`src/rtl/tube_scan_driver.sv`:
```
// Multiplexed seven-segment driver: one digit per div_clk rise, one blank clk between digits,
// double-buffered display value committed at frame wrap. Define TUBE_LZ_BLANK_EN for leading-zero blanking.
module tube_scan_driver #(
  parameter int DIGITS         = 8,
  parameter bit SEG_ACTIVE_LOW = 1'b1,
  parameter bit AN_ACTIVE_LOW  = 1'b1
) (
  input  logic        clk,
  input  logic        rst_n,
  input  logic        div_clk,
  input  logic        load,
  input  logic [31:0] data,
  input  logic [7:0]  dp,
  output logic        ready,
  output logic        frame_done,
  output logic [7:0]  an,
  output logic [6:0]  seg,
  output logic        seg_dp
);

  localparam logic [2:0] LAST    = 3'(DIGITS - 1);
  localparam logic [6:0] SEG_OFF = SEG_ACTIVE_LOW ? 7'h7F : 7'h00;
  localparam logic       DP_OFF  = SEG_ACTIVE_LOW;
  localparam logic [7:0] AN_OFF  = AN_ACTIVE_LOW ? 8'hFF : 8'h00;

  typedef enum logic {DRIVE, BLANK} state_t;

  state_t      state;
  logic        div_s1, div_s2, div_d;
  logic        tick;
  logic [2:0]  idx;
  logic [31:0] pend_data, disp_data;
  logic [7:0]  pend_dp, disp_dp;
  logic        pend_vld;
  logic [7:0]  lz_mask;
  logic [3:0]  cur_nib;
  logic [6:0]  seg_on, seg_drv;
  logic        dp_on, dp_drv;
  logic [7:0]  an_drv;

  function automatic logic [6:0] hex7(input logic [3:0] n);
    case (n)
      4'h0: hex7 = 7'h3F;  4'h1: hex7 = 7'h06;  4'h2: hex7 = 7'h5B;  4'h3: hex7 = 7'h4F;
      4'h4: hex7 = 7'h66;  4'h5: hex7 = 7'h6D;  4'h6: hex7 = 7'h7D;  4'h7: hex7 = 7'h07;
      4'h8: hex7 = 7'h7F;  4'h9: hex7 = 7'h6F;  4'hA: hex7 = 7'h77;  4'hB: hex7 = 7'h7C;
      4'hC: hex7 = 7'h39;  4'hD: hex7 = 7'h5E;  4'hE: hex7 = 7'h79;  default: hex7 = 7'h71;
    endcase
  endfunction

  assign tick = div_s2 & ~div_d;

`ifdef TUBE_LZ_BLANK_EN
  // Scan from the top digit down; a digit is blank while everything at and above it is zero with no dp.
  always_comb begin
    logic run;
    run     = 1'b1;
    lz_mask = '0;
    for (int k = 7; k >= 0; k--) begin
      if (k < DIGITS) begin
        run        = run & (disp_data[4*k +: 4] == 4'h0) & ~disp_dp[k];
        lz_mask[k] = run & (k != 0);
      end
    end
  end
`else
  assign lz_mask = '0;
`endif

  assign cur_nib = disp_data[{idx, 2'b00} +: 4];
  assign seg_on  = hex7(cur_nib) & ~{7{lz_mask[idx]}};
  assign dp_on   = disp_dp[idx] & ~lz_mask[idx];
  assign seg_drv = SEG_ACTIVE_LOW ? ~seg_on : seg_on;
  assign dp_drv  = SEG_ACTIVE_LOW ? ~dp_on : dp_on;
  assign an_drv  = AN_ACTIVE_LOW ? ~(8'b1 << idx) : (8'b1 << idx);

  always_ff @(posedge clk or negedge rst_n) begin
    if (!rst_n) begin
      div_s1     <= 1'b0;
      div_s2     <= 1'b0;
      div_d      <= 1'b0;
      state      <= DRIVE;
      idx        <= '0;
      pend_data  <= '0;
      pend_dp    <= '0;
      disp_data  <= '0;
      disp_dp    <= '0;
      pend_vld   <= 1'b0;
      ready      <= 1'b1;
      frame_done <= 1'b0;
      an         <= AN_OFF;
      seg        <= SEG_OFF;
      seg_dp     <= DP_OFF;
    end else begin
      div_s1     <= div_clk;
      div_s2     <= div_s1;
      div_d      <= div_s2;
      frame_done <= 1'b0;

      // Commit requires pend_vld already set, so it never overlaps an accepted load.
      if (load && !pend_vld) begin
        pend_data <= data;
        pend_dp   <= dp;
        pend_vld  <= 1'b1;
        ready     <= 1'b0;
      end

      case (state)
        DRIVE: begin
          if (tick) begin
            state  <= BLANK;
            idx    <= (idx == LAST) ? 3'd0 : idx + 3'd1;
            an     <= AN_OFF;
            seg    <= SEG_OFF;
            seg_dp <= DP_OFF;
            if (idx == LAST && pend_vld) begin
              disp_data  <= pend_data;
              disp_dp    <= pend_dp;
              pend_vld   <= 1'b0;
              ready      <= 1'b1;
              frame_done <= 1'b1;
            end
          end else begin
            an     <= an_drv;
            seg    <= seg_drv;
            seg_dp <= dp_drv;
          end
        end
        default: begin
          state  <= DRIVE;
          an     <= an_drv;
          seg    <= seg_drv;
          seg_dp <= dp_drv;
        end
      endcase
    end
  end

endmodule

```
`config.mk`:
```
export PLATFORM = sky130hd
export DESIGN_NAME = tube_scan_driver
export DESIGN_NICKNAME = d
export VERILOG_FILES = /design/src/rtl/tube_scan_driver.sv
export SDC_FILE = /design/constraint.sdc
export NUM_CORES = 1
export LEC_CHECK = 0
export CAP_MARGIN = 30
export CORE_MARGIN = 5
export CORE_UTILIZATION = 49
export DETAILED_ROUTE_END_ITERATION = 12
export PLACE_DENSITY = 0.72
export SYNTH_ARGS = -nofsm -noshare
export SYNTH_HDL_FRONTEND = slang
export SYNTH_SLANG_ARGS = --single-unit
```
`constraint.sdc`:
```
create_clock -name clk -period 2 [get_ports clk]
set_input_delay 0.6 -clock clk [delete_from_list [all_inputs] [get_ports clk]]
set_output_delay 0.6 -clock clk [all_outputs]
set_load 0.05 [all_outputs]
```
### Yosys cells after proc, flatten, opt, wreduce, memory -nomap -nowiden

Memories as Yosys holds them, arrays and structs flattened.
Index checks and enable logic that the tools add are counted.

| storage, ports and cells | value |
|---|---|
| register bits | 106 |
| bits in read-only memories | 120 |
| input bits | 44 |
| word-level logic and storage cells | 60 |
| memories | 2 |

Memory list:

| memory | depth | width | rd ports | clocked after Yosys merged registers in | wr ports | RTL line | text |
|---|---|---|---|---|---|---|---|
| (name not given) | 16 | 7 | 1 | 0 | 0 | 42 | `case (n)` |
| (name not given) | 8 | 1 | 1 | 0 | 0 | 71 | `assign dp_on = disp_dp[idx] & ~lz_mask[idx];` |

| operators by class | value |
|---|---|
| add/sub/neg operators | 1 |
| magnitude comparators | 1 |
| equal/unequal tests | 1 |
| shift operators | 2 |
| mux-type cells | 23 |
| bitwise gates (word level) | 10 |
| reduce and logical (&&, ||, !) cells | 5 |

Operator list:

| operator | count |
|---|---|
| 32-bit by 6-bit indexed part select with 4-bit output | 1 |
| 1-bit 2-to-1 mux | 17 |
| 8-bit 2-to-1 mux | 2 |
| 7-bit 2-to-1 mux | 2 |
| 7-bit NOT | 2 |
| 8-bit NOT | 1 |
| 1-bit by 3-bit << shifter with 8-bit output, first input constant | 1 |
| 7-bit bitwise AND | 1 |
| 3-bit by 4-bit < comparator with 1-bit output, second input constant | 1 |
| 1-bit NOT | 4 |
| 3-bit by 1-bit adder with 3-bit output, second input constant | 1 |
| 1-bit binary-select mux with 3-bit select | 1 |
| 3-bit equality test, second input constant | 1 |
| 3-bit 2-to-1 mux | 1 |
| 3-bit AND reduction | 1 |
| 1-bit bitwise AND | 2 |
| 1-bit logical AND | 2 |
| 2-bit AND reduction | 1 |
| 1-bit zero test | 1 |

### Depth between registers and ports, before layout

Gate-level depths: netlist (run 1).

| depth | value |
|---|---|
| depth after elaboration | 7 |
| depth in mapped cells | 8 |
| depth with buffers taken out | 6 |

### Least setup slack after synthesis (run 1)

No wires, ideal clock.

| timing path | value |
|---|---|
| path type | register to register |
| from | register idx[0] |
| to | register seg[0] |
| library setup time | 0.094 ns |
| arrival | 2.045 ns |
| setup slack | -0.139 ns |
| stages on the path, launching flop included | 9 |
| path buffers | 2 |
| cell sequence | dfrtp_1 -> buf_6 -> buf_12 -> mux4_2 -> mux2i_4 -> inv_1 -> ha_1 -> a211oi_1 -> o31ai_2 |

| on the way | value |
|---|---|
| longest elaborated chain between the ends | 7 |

Ends and longest elaborated chain:

| item | RTL line | text |
|---|---|---|
| start, declared | 31 | `logic [2:0] idx;` |
| start signal, assigned | 111 | `idx <= (idx == LAST) ? 3'd0 : idx + 3'd1;` |
| branches (longest 3 deep; another with memory read 16 x 7 bit) | -- |  |
| 7-bit bitwise AND * | 70 | `assign seg_on = hex7(cur_nib) & ~{7{lz_mask[idx]}};` |
| 7-bit NOT * | 72 | `assign seg_drv = SEG_ACTIVE_LOW ? ~seg_on : seg_on;` |
| 7-bit 2-to-1 mux | 109 | `if (tick) begin` |
| 7-bit 2-to-1 mux * | 107 | `case (state)` |
| end signal, assigned | 124 | `seg <= seg_drv;` |
| end signal, assigned | 131 | `seg <= seg_drv;` |
| end, declared | 17 | `output logic [6:0] seg,` |

Every way passes the cells marked *. The select of a mux whose other input is x is not followed.
A chain may end at the register's enable or synchronous reset.

### Final worst setup path (run 1)

| timing path | value |
|---|---|
| from | register idx[0] |
| to | register seg[5] |

The elaborated chain is that of the path after synthesis.

==> run metrics, run 1 <==
status=complete, but fails checks; failing checks=setup timing; Final #Nets=~440; Max FO, Critical Path=11; worst hold-check path type=in2async; Final GP Congestion=between 0.8 and 0.9; drt pass-1 iters=4; FF+latch area=~2700 um2; initial antenna violation count=0; hold bufs inserted after CTS=0; Post-Route WL=between 8 and 9 mm; row cnt=35; IO buf count=between 60 and 70; CP max stage delay=roughly 0.54 ns; Worst VDD drop=0.629 mV; # diodes=0; Die W=around 110 um; critical-path cell list=buf_12, mux4_2, mux2i_4, buf_4, ha_4, mux2i_1, o221ai_1; library cells used by synthesis=38; ratio of cells with drive above 1 in the final layout=0.382; Clk Latency, worst-skew pair=between 0.3 and 0.4 ns; Starting DRT DRC Count=96; largest net degree at the start of global routing=49; Max-cap violations=0; Setup CP Type=reg2reg; Starting Density=0.496; Vert. Die Dim=106 um; Hold Vio Cnt, Final=0; Clock Sink Count=roughly 110; routed wire length per instance=about 17 um; power per cell area=~1400 nW/um2; DP Wirelength=5.90 mm; Mapped Cells=roughly 300; Syn Std Cell Area=between 4000 and 5000 um2; Die Area=roughly 11000 um2; number of remaining DRC errors=0; setup violators final=1; Reg2Reg Depth=7; Layout Skew=0.00833 ns; total gr overflow=0; WP data required=between 2 and 2.5 ns; post-layout minimum cycle time=2.01 ns; FMAX=496 MHz; total CTS buffers=9; critical path startpoint category=register; period utilisation layout=1.01; Arr. time, crit path=around 2.3 ns; fin. max-slew vios=0; worst slew pin tran=~0.33 ns; GRT Overall Usage=0.152; syn nets=between 300 and 400; Critical R2R Capture=seg[5]$_DFF_PN1_; Synthesis Warnings=0; vias per std cell=5.35; Multi-input gate area=roughly 1800 um2; fin area=about 6000 um2; Top Family by Delay on Critical Path=multiplexers; Vias=around 2700; I/O pins=between 60 and 70; DP Area=5580 um2; CTS Root Cell=clkbuf_8; Synth Area per Inst=15.2 um2; RSZ-0062 raised after global routing=true; htree depth=3; RR Startpoint=idx[0]$_DFFE_PN0P_; sequential element share of the synthesized area=0.589; clk buf depth=2; CP endpoint kind=register; synthesized flop and latch total=around 110; Reg clk slew, reported paths=roughly 0.090 ns; Tot Pwr=around 0.0086 W; worst reg2reg setup slack=-0.01 ns; P&R area growth vs syn=30.6%; CP bufs+invs=2; post-route ant nets=0; final worst slack=-0.0150 ns; core area=around 9000 um2; Fillers=about 650; number of global-route vias before repair=about 2700; CP max-delay cell=mux4_2; Lkg Pwr=roughly 2.7 nW; first-pass GRT wire length=roughly 14 mm; Worst slew margin=0.774; TritonCTS clock tree=built
==> layout by cell type, fill, tap and decap left out, drive strengths merged, types with 4 or more instances in the layout <==
cell type      netlist  routed
clkdlybuf4s50        0      42
inv                  7       7
mux2i                8       8
nand2               14      14
o21ai                6       6
dfstp               17      17
mux4                 8       8
dfrtp               89      89
nand3                4       4
mux2                82      82
nor2                 9       9
buf                 13      44
clkbuf               4      15
ha                  12      12
==> Yosys cell counts <==
cell type / n / area [um2]
a211oi_1: 2 / 15.0
a21oi_1: 2 / 10.0
a2bb2o_1: 2 / 20.0
a2bb2oi_1: 1 / 8.76
a2bb2oi_2: 1 / 15.0
a31oi_1: 3 / 18.8
and3_1: 1 / 6.26
buf_1: 4 / 15.0
buf_12: 1 / 20.0
buf_2: 1 / 5.00
buf_4: 1 / 7.51
buf_6: 6 / 67.6
clkbuf_1: 4 / 15.0
dfrtp_1: 89 / 2230
dfstp_2: 17 / 447
ha_1: 12 / 150
inv_1: 5 / 18.8
inv_2: 2 / 7.51
mux2_1: 41 / 462
mux2_2: 41 / 462
mux2i_1: 5 / 50.1
mux2i_4: 3 / 67.6
mux4_1: 2 / 52.6
mux4_2: 6 / 135
nand2_1: 14 / 52.6
nand2b_1: 1 / 6.26
nand3_1: 4 / 20.0
nand3b_1: 1 / 7.51
nor2_1: 9 / 33.8
nor2b_1: 2 / 12.5
nor3_1: 1 / 5.00
o211ai_1: 2 / 15.0
o21ai_0: 3 / 15.0
o21ai_1: 3 / 15.0
o221ai_1: 2 / 17.5
o31ai_2: 1 / 12.5
or3_1: 2 / 12.5
or3b_1: 1 / 8.76
==> flip-flops by register name, indices dropped and copies added, names as in the netlist, 3 cells and up <==
| name | flops |
|---|---|
| an | 8 |
| disp_data | 32 |
| disp_dp | 8 |
| idx | 3 |
| pend_data | 32 |
| pend_dp | 8 |
| seg | 7 |
==> worst max path at each step <==
stage | from | endpoint | slack [ns] | depth (start not counted)
floorplan | idx[0]$_DFFE_PN0P_ | seg[3]$_DFF_PN1_ | -0.04 | 8
global placement | load | pend_data[20]$_DFFE_PN0P_ | 0.03 | 4
detailed placement | idx[0]$_DFFE_PN0P_ | seg[0]$_DFF_PN1_ | -0.008 | 7
CTS | idx[0]$_DFFE_PN0P_ | seg[0]$_DFF_PN1_ | -0.001 | 7
global route | idx[0]$_DFFE_PN0P_ | seg[0]$_DFF_PN1_ | -0.11 | 7
finish | idx[0]$_DFFE_PN0P_ | seg[5]$_DFF_PN1_ | -0.01 | 7
==> repair_timing <==
item                                    CTS  global route
buffers inserted                          1             3
resized for setup                         3             9
endpoints found under the hold margin     0             0
gates cloned                              0             3
pin swaps                                 0             1
endpoints found under the setup margin    5            31
==> metal layers <==
| metal | vias up | GRT usage | part of all wire |
|---|---|---|---|
| met3 | 6 | 0.0322 | 0.038 |
| met5 | - | 0 | 0 |
| met4 | 0 | 0.0416 | 0.0097 |
| met1 | 1375 | 0.227 | 0.47 |
| li1 | 1215 | - | - |
| met2 | 56 | 0.228 | 0.49 |
==> cell type report <==
cell class                 instances  share of cell area
sequential                       106               0.451
timing repair buffer              88               0.187
clock buffer                      13              0.0285
tap                              111              0.0234
inverter                           7             0.00443
multi-input combinational        168               0.297
clock inverter                     3             0.00781
==> cell families after synthesis <==
| logic type | after synthesis | synth area share |
|---|---|---|
| buffers and inverters | 24 | 0.0345 |
| DFF | 106 | 0.589 |
| adders and majority gates | 12 | 0.0331 |
| muxes | 98 | 0.271 |
| AOI/OAI and AO/OA | 22 | 0.0358 |
| and+or+nand+nor | 36 | 0.0364 |
==> stage by stage <==
step	instances	hold slack [ns]	TNS (ns)	worst slack (ns)	utilization
after floorplan	298	0.304	-0.107	-0.0445	-
after global placement	473	0.335	0	0.0257	0.609
after detailed placement	473	0.337	-0.00778	-0.00778	0.609
after CTS	490	0.127	-0.00127	-0.00127	0.635
after global routing	496	0.122	-0.445	-0.112	0.647
final	496	0.131	-0.0150	-0.0150	0.647
==> power by group <==
part           total [W]  internal (W)  leakage (nW)  switching [W]
Clock            0.00139      0.000686         0.106       0.000703
Sequential       0.00370       0.00314          1.32       0.000553
Combinational    0.00349       0.00189          1.28        0.00160
(Power assumes the default switching activity.)
==> run 2, diff against run 1 <==
CORE_UTILIZATION = 54   (was 49)
CTS_CLUSTER_SIZE = 40   (was not set)
PLACE_DENSITY = 0.76   (was 0.72)
clock period = 2.25 ns   (was 2 ns; I/O delays follow)
==> run 2 against run 1 <==
Against the previous run:
- the run now ends clean
- core utilization grew 2.2 points
- design area fell by 7.2%
- register-to-register slack improved by 0.16 ns
- critical path type is now reg2out
- largest power group unchanged
==> run metrics, run 2 (synthesized netlist as in run 1, its figures left out) <==
power per cell area=1280 nW/um2 (-12%); status=complete, no violations; stages on the worst setup path=1 (-6); Die W=102 um (-4.3%); commonest non-fill, non-tap cell in the layout=dfrtp_1; largest net degree at the start of global routing=37 (-24%); DP Wirelength=5.66 mm (-4.1%); critical-path cell list=clkdlybuf4s50_1; fin. max-slew vios=0 (unchanged); CTS Root Cell=clkbuf_8; row cnt=33 (-5.7%); Starting DRT DRC Count=68 (-29%); Hold Vio Cnt, Final=0 (unchanged); Clock Sink Count=106 (unchanged); drt pass-1 iters=4 (unchanged); Clk Latency, worst-skew pair=0.35 ns (about the same); WP data required=1.57 ns (-0.70 ns); Arr. time, crit path=1.50 ns (-0.78 ns); Starting Density=0.552 (+0.0565); Vias=2572 (-3.0%); dpl cells=460 (-2.7%); hold bufs inserted after CTS=0 (unchanged); critical path startpoint category=register; Vert. Die Dim=102 um (-4.3%); worst slew pin tran=0.501 ns (+0.170 ns); Reg clk slew, reported paths=0.10 ns (about the same); RR Startpoint=idx[0]$_DFFE_PN0P_; # diodes=0 (unchanged); most frequent cells in the layout=dfrtp_1, clkdlybuf4s50_1, mux2_1, mux2_2, buf_4; TritonCTS clock tree=built; TNS Setup=0 ns (+0.0150 ns); GRT Overall Usage=0.168 (+0.0153); CP max stage delay=0.80 ns (+0.26 ns); initial antenna violation count=0 (unchanged); Final Non-Filler Cells=475 (-4.2%); vias per std cell=5.41 (+1.3%); post-route ant nets=0 (unchanged); worst hold-check path type=in2async; IO buf count=61 (unchanged); setup violators final=0 (-1); Final GP Congestion=0.872 (about the same); CP bufs+invs=1 (-1); Post-CTS Setup Bufs=0 (-1); number of remaining DRC errors=0 (unchanged); number of global-route vias before repair=2713 (+2.3%); Setup CP Type=reg2out; post-layout minimum cycle time=about 2.2 ns; CP max-delay cell=clkdlybuf4s50_1; routed wire length per instance=16.5 um (-3.7%); Worst VDD drop=0.521 mV (-17%); Worst slew margin=0.666 (-0.109); Die Area=10300 um2 (-8.4%); Max-cap violations=0 (unchanged); worst reg2reg setup slack=0.15 ns (+0.16 ns); total gr overflow=0 (unchanged); # resized after CTS=0 (-3); FMAX=between 400 and 500 MHz; first-pass GRT wire length=13.5 mm (-1.1%); top flop regs=disp_data: 32 flops, pend_data: 32 flops; total CTS buffers=9 (unchanged); CP endpoint kind=output pin; Reg2Reg Depth=5 (-2); core area=8220 um2 (-10%); RSZ-0062 raised after global routing=false; Critical R2R Capture=seg[1]$_DFF_PN1_; period utilisation layout=0.968; Worst Setup SP=frame_done$_DFF_PN0_; Lkg Pwr=2.54 nW (-6.1%); I/O pins=62 (unchanged); Final #Nets=422 (-3.2%); htree depth=3 (unchanged); clk buf depth=2 (unchanged); Top Family by Delay on Critical Path=buffers and inverters; ratio of cells with drive above 1 in the final layout=0.319 (-0.0629); Layout Skew=0.0115 ns (+0.00322 ns); P&R area growth vs syn=21.2%; Post-Route WL=7.82 mm (-7.8%); Max FO, Critical Path=1 (-10)
==> run 2: cell types whose count changed in the layout (fill, tap and decap cells not counted), moves of 3 or more <==
cell / change
buf_12: -18
buf_4: +7
ha_2: -5
ha_1: +6
clkbuf_8: -3
==> run 2: layout make-up <==
cell class	instances	area, um2
Timing Repair Buffer	74	738
Fill cell	615	2720
Clock inverter	5	85.1
Sequential cell	106	2670
Inverter	7	26.3
Clock buffer	10	128
Tap cell	105	131
Multi-Input combinational cell	168	1720
==> run 2: how the worst max path moves through the flow <==
stage / to / slack, ns
final: frame_done / 0.07
after floorplan: seg[0]$_DFF_PN1_ / 0.11
after global routing: frame_done / 0.01
after detailed placement: seg[0]$_DFF_PN1_ / 0.17
after CTS: frame_done / 0.05
after global placement: pend_data[24]$_DFFE_PN0P_ / 0.19
==> run 2: metal layers <==
layer | routed length [um] | track usage | share of wire
met4 | 96 | 0.0491 | 0.012
met1 | 3460 | 0.226 | 0.44
met2 | 3910 | 0.276 | 0.50
met3 | 355 | 0.0365 | 0.045
met5 | 0 | 0 | 0
==> run 2: report_power, final <==
group | switching [W] | internal, W
Combinational | 0.00132 | 0.00123
Sequential | 0.000433 | 0.00278
Clock | 0.000616 | 0.000630
==> run 2: metrics by stage <==
step	setup WS, ns	hold slack, ns	util	area (um2)	total power (W)
6_report	0.0718	0.282	0.669	5500	0.00702
5_1_grt	0.0124	0.303	0.669	5500	0.00747
4_1_cts	0.0521	0.290	0.669	5500	0.00709
3_5_place_dp	0.169	0.344	0.643	5290	0.00583
3_3_place_gp	0.194	0.340	0.643	5290	0.00574
2_1_floorplan	0.111	0.331	-	4540	0.00509
==> run 3, diff against run 2 <==
CORE_MARGIN = 2   (was 5)
==> run 3 against run 2 <==
Against the previous run:
- design area fell by 0.27%
- maximum frequency about the same
- setup slack worse by 0.0016 ns
- first-iteration DRC count rose by 49%
- die area decreased by 11%
- largest cell class unchanged
- critical endpoint unchanged
- via count increased by 1.1%
- clock skew up 0.0012 ns
- power decreased by 1.2%
- combinational power increased by 2%
- sequential share of layout area rose by 0.13 points
==> run metrics, run 3 (synthesized netlist as in run 1, its figures left out) <==
TNS Setup=0 ns (unchanged); status=complete, no violations; row cnt=33 (unchanged); DP Area=5290 um2 (about the same); # diodes=0 (unchanged); top flop regs=disp_data: 32 flops, pend_data: 32 flops; Starting DRT DRC Count=101 (+49%); critical-path cell list=clkdlybuf4s50_1; Final #Nets=424 (+0.47%); Lkg Pwr=2.55 nW (about the same); CP max-delay cell=clkdlybuf4s50_1; core area=8180 um2 (-0.50%); period utilisation layout=0.969 (about the same); first-pass GRT wire length=13.1 mm (-2.9%); RR Startpoint=idx[0]$_DFFE_PN0P_; I/O pins=62 (unchanged); Setup CP Type=reg2out; P&R area growth vs syn=20.8%; TritonCTS clock tree=built; worst hold-check path type=in2async; CTS Root Cell=clkbuf_8; ratio of cells with drive above 1 in the final layout=0.327 (+0.00816); total gr overflow=0 (unchanged); post-layout minimum cycle time=2.18 ns (+0.00157 ns); most frequent cells in the layout=dfrtp_1, clkdlybuf4s50_1, mux2_1, mux2_2, buf_4; worst reg2reg setup slack=0.11 ns (-0.04 ns); Die W=95.7 um (-5.9%); Top Family by Delay on Critical Path=buffers and inverters; Reg2Reg Depth=7 (+2); Post-Route WL=7.64 mm (-2.3%); routed wire length per instance=16.0 um (-2.9%); number of global-route vias before repair=2738 (+0.92%); Final GP Congestion=0.917 (+5.2%); vias per std cell=5.44 (+0.45%); Worst VDD drop=0.661 mV (+27%); CP bufs+invs=1 (unchanged); Hold Vio Cnt, Final=0 (unchanged); CP max stage delay=0.80 ns (about the same); Max-cap violations=0 (unchanged); post-route ant nets=0 (unchanged); initial antenna violation count=0 (unchanged); hold bufs inserted after CTS=0 (unchanged); Fillers=609 (-0.98%); clk buf depth=2 (unchanged); DP Wirelength=5.52 mm (-2.4%); htree depth=3 (unchanged); largest net degree at the start of global routing=44 (+19%); commonest non-fill, non-tap cell in the layout=dfrtp_1; Worst slew margin=0.668 (+0.00259); critical path startpoint category=register; RSZ-0062 raised after global routing=false; Critical R2R Capture=seg[5]$_DFF_PN1_; Clock Sink Count=106 (unchanged); Reg clk slew, reported paths=0.10 ns (about the same); Starting Density=0.555 (+0.00279); worst slew pin tran=0.496 ns (-0.00544 ns); fin area=5480 um2 (-0.27%); drt pass-1 iters=4 (unchanged); Die Area=9150 um2 (-11%); total CTS buffers=9 (unchanged); IO buf count=61 (unchanged); Layout Skew=0.0128 ns (+0.00123 ns); GRT Overall Usage=0.190 (+0.0222); Vert. Die Dim=95.7 um (-5.9%); number of remaining DRC errors=0 (unchanged); Max FO, Critical Path=1 (unchanged); Post-CTS Setup Bufs=0 (unchanged); Vias=2600 (+1.1%); Clk Latency, worst-skew pair=0.36 ns (about the same); Arr. time, crit path=1.50 ns (about the same); WP data required=1.57 ns (about the same); FMAX=459 MHz (about the same); power per cell area=1270 nW/um2 (-0.91%); CP endpoint kind=output pin; fin. max-slew vios=0 (unchanged); setup violators final=0 (unchanged)
run 3: changes by cell type in the layout (fill, tap and decap cells not counted), sizes merged:
cell      previous run  this run
buf                 31        33
bufinv               2         0
clkbuf              10        12
clkinv               0         3
clkinvlp             1         0
inv                  9         8
run 3: how the worst max path moves through the flow:
stage | startpoint | endpoint | slack [ns] | depth (start not counted)
finish | frame_done$_DFF_PN0_ | frame_done | 0.07 | 1
global route | idx[0]$_DFFE_PN0P_ | seg[5]$_DFF_PN1_ | 0.002 | 7
CTS | frame_done$_DFF_PN0_ | frame_done | 0.05 | 1
detailed placement | idx[0]$_DFFE_PN0P_ | seg[0]$_DFF_PN1_ | 0.1 | 7
global placement | load | pend_data[31]$_DFFE_PN0P_ | 0.22 | 4
floorplan | idx[0]$_DFFE_PN0P_ | seg[0]$_DFF_PN1_ | 0.11 | 8
run 3: through the flow:
stage / total power [W] / std cells / hold WS [ns] / utilization / setup slack (ns)
after floorplan: 0.00509 / 298 / 0.331 / - / 0.111
after global placement: 0.00576 / 462 / 0.338 / 0.647 / 0.217
after detailed placement: 0.00588 / 462 / 0.336 / 0.647 / 0.0976
after CTS: 0.00698 / 478 / 0.210 / 0.670 / 0.0461
after global routing: 0.00739 / 478 / 0.215 / 0.671 / 0.00178
final: 0.00694 / 478 / 0.214 / 0.671 / 0.0703
run 3: power by group:
group | total [W] | internal [W] | switching, W
Clock | 0.00110 | 0.000474 | 0.000624
Combinational | 0.00262 | 0.00127 | 0.00135
Sequential | 0.00322 | 0.00278 | 0.000433
Total | 0.00694 | 0.00453 | 0.00241
run 3: area by class of cell:
cell class                 count  area (um2)  share of cell area
clock buffer                  12         155              0.0283
clock inverter                 4        35.0             0.00639
inverter                       7        26.3             0.00479
multi-input combinational    168        1720               0.314
sequential                   106        2670               0.488
tap                          105         131              0.0240
timing repair buffer          76         741               0.135
run 3: routing by layer:
| layer | track usage | wire, um | part of all wire |
|---|---|---|---|
| met1 | 0.249 | 3460 | 0.45 |
| met2 | 0.315 | 3840 | 0.50 |
| met3 | 0.0340 | 209 | 0.027 |
| met4 | 0.0762 | 134 | 0.018 |
| met5 | 0 | 0 | 0 |
run 3: repair_timing:
action,CTS,global route
endpoints found under the setup margin,0,1
gates resized for setup,0,1
endpoints found under the hold margin,0,0
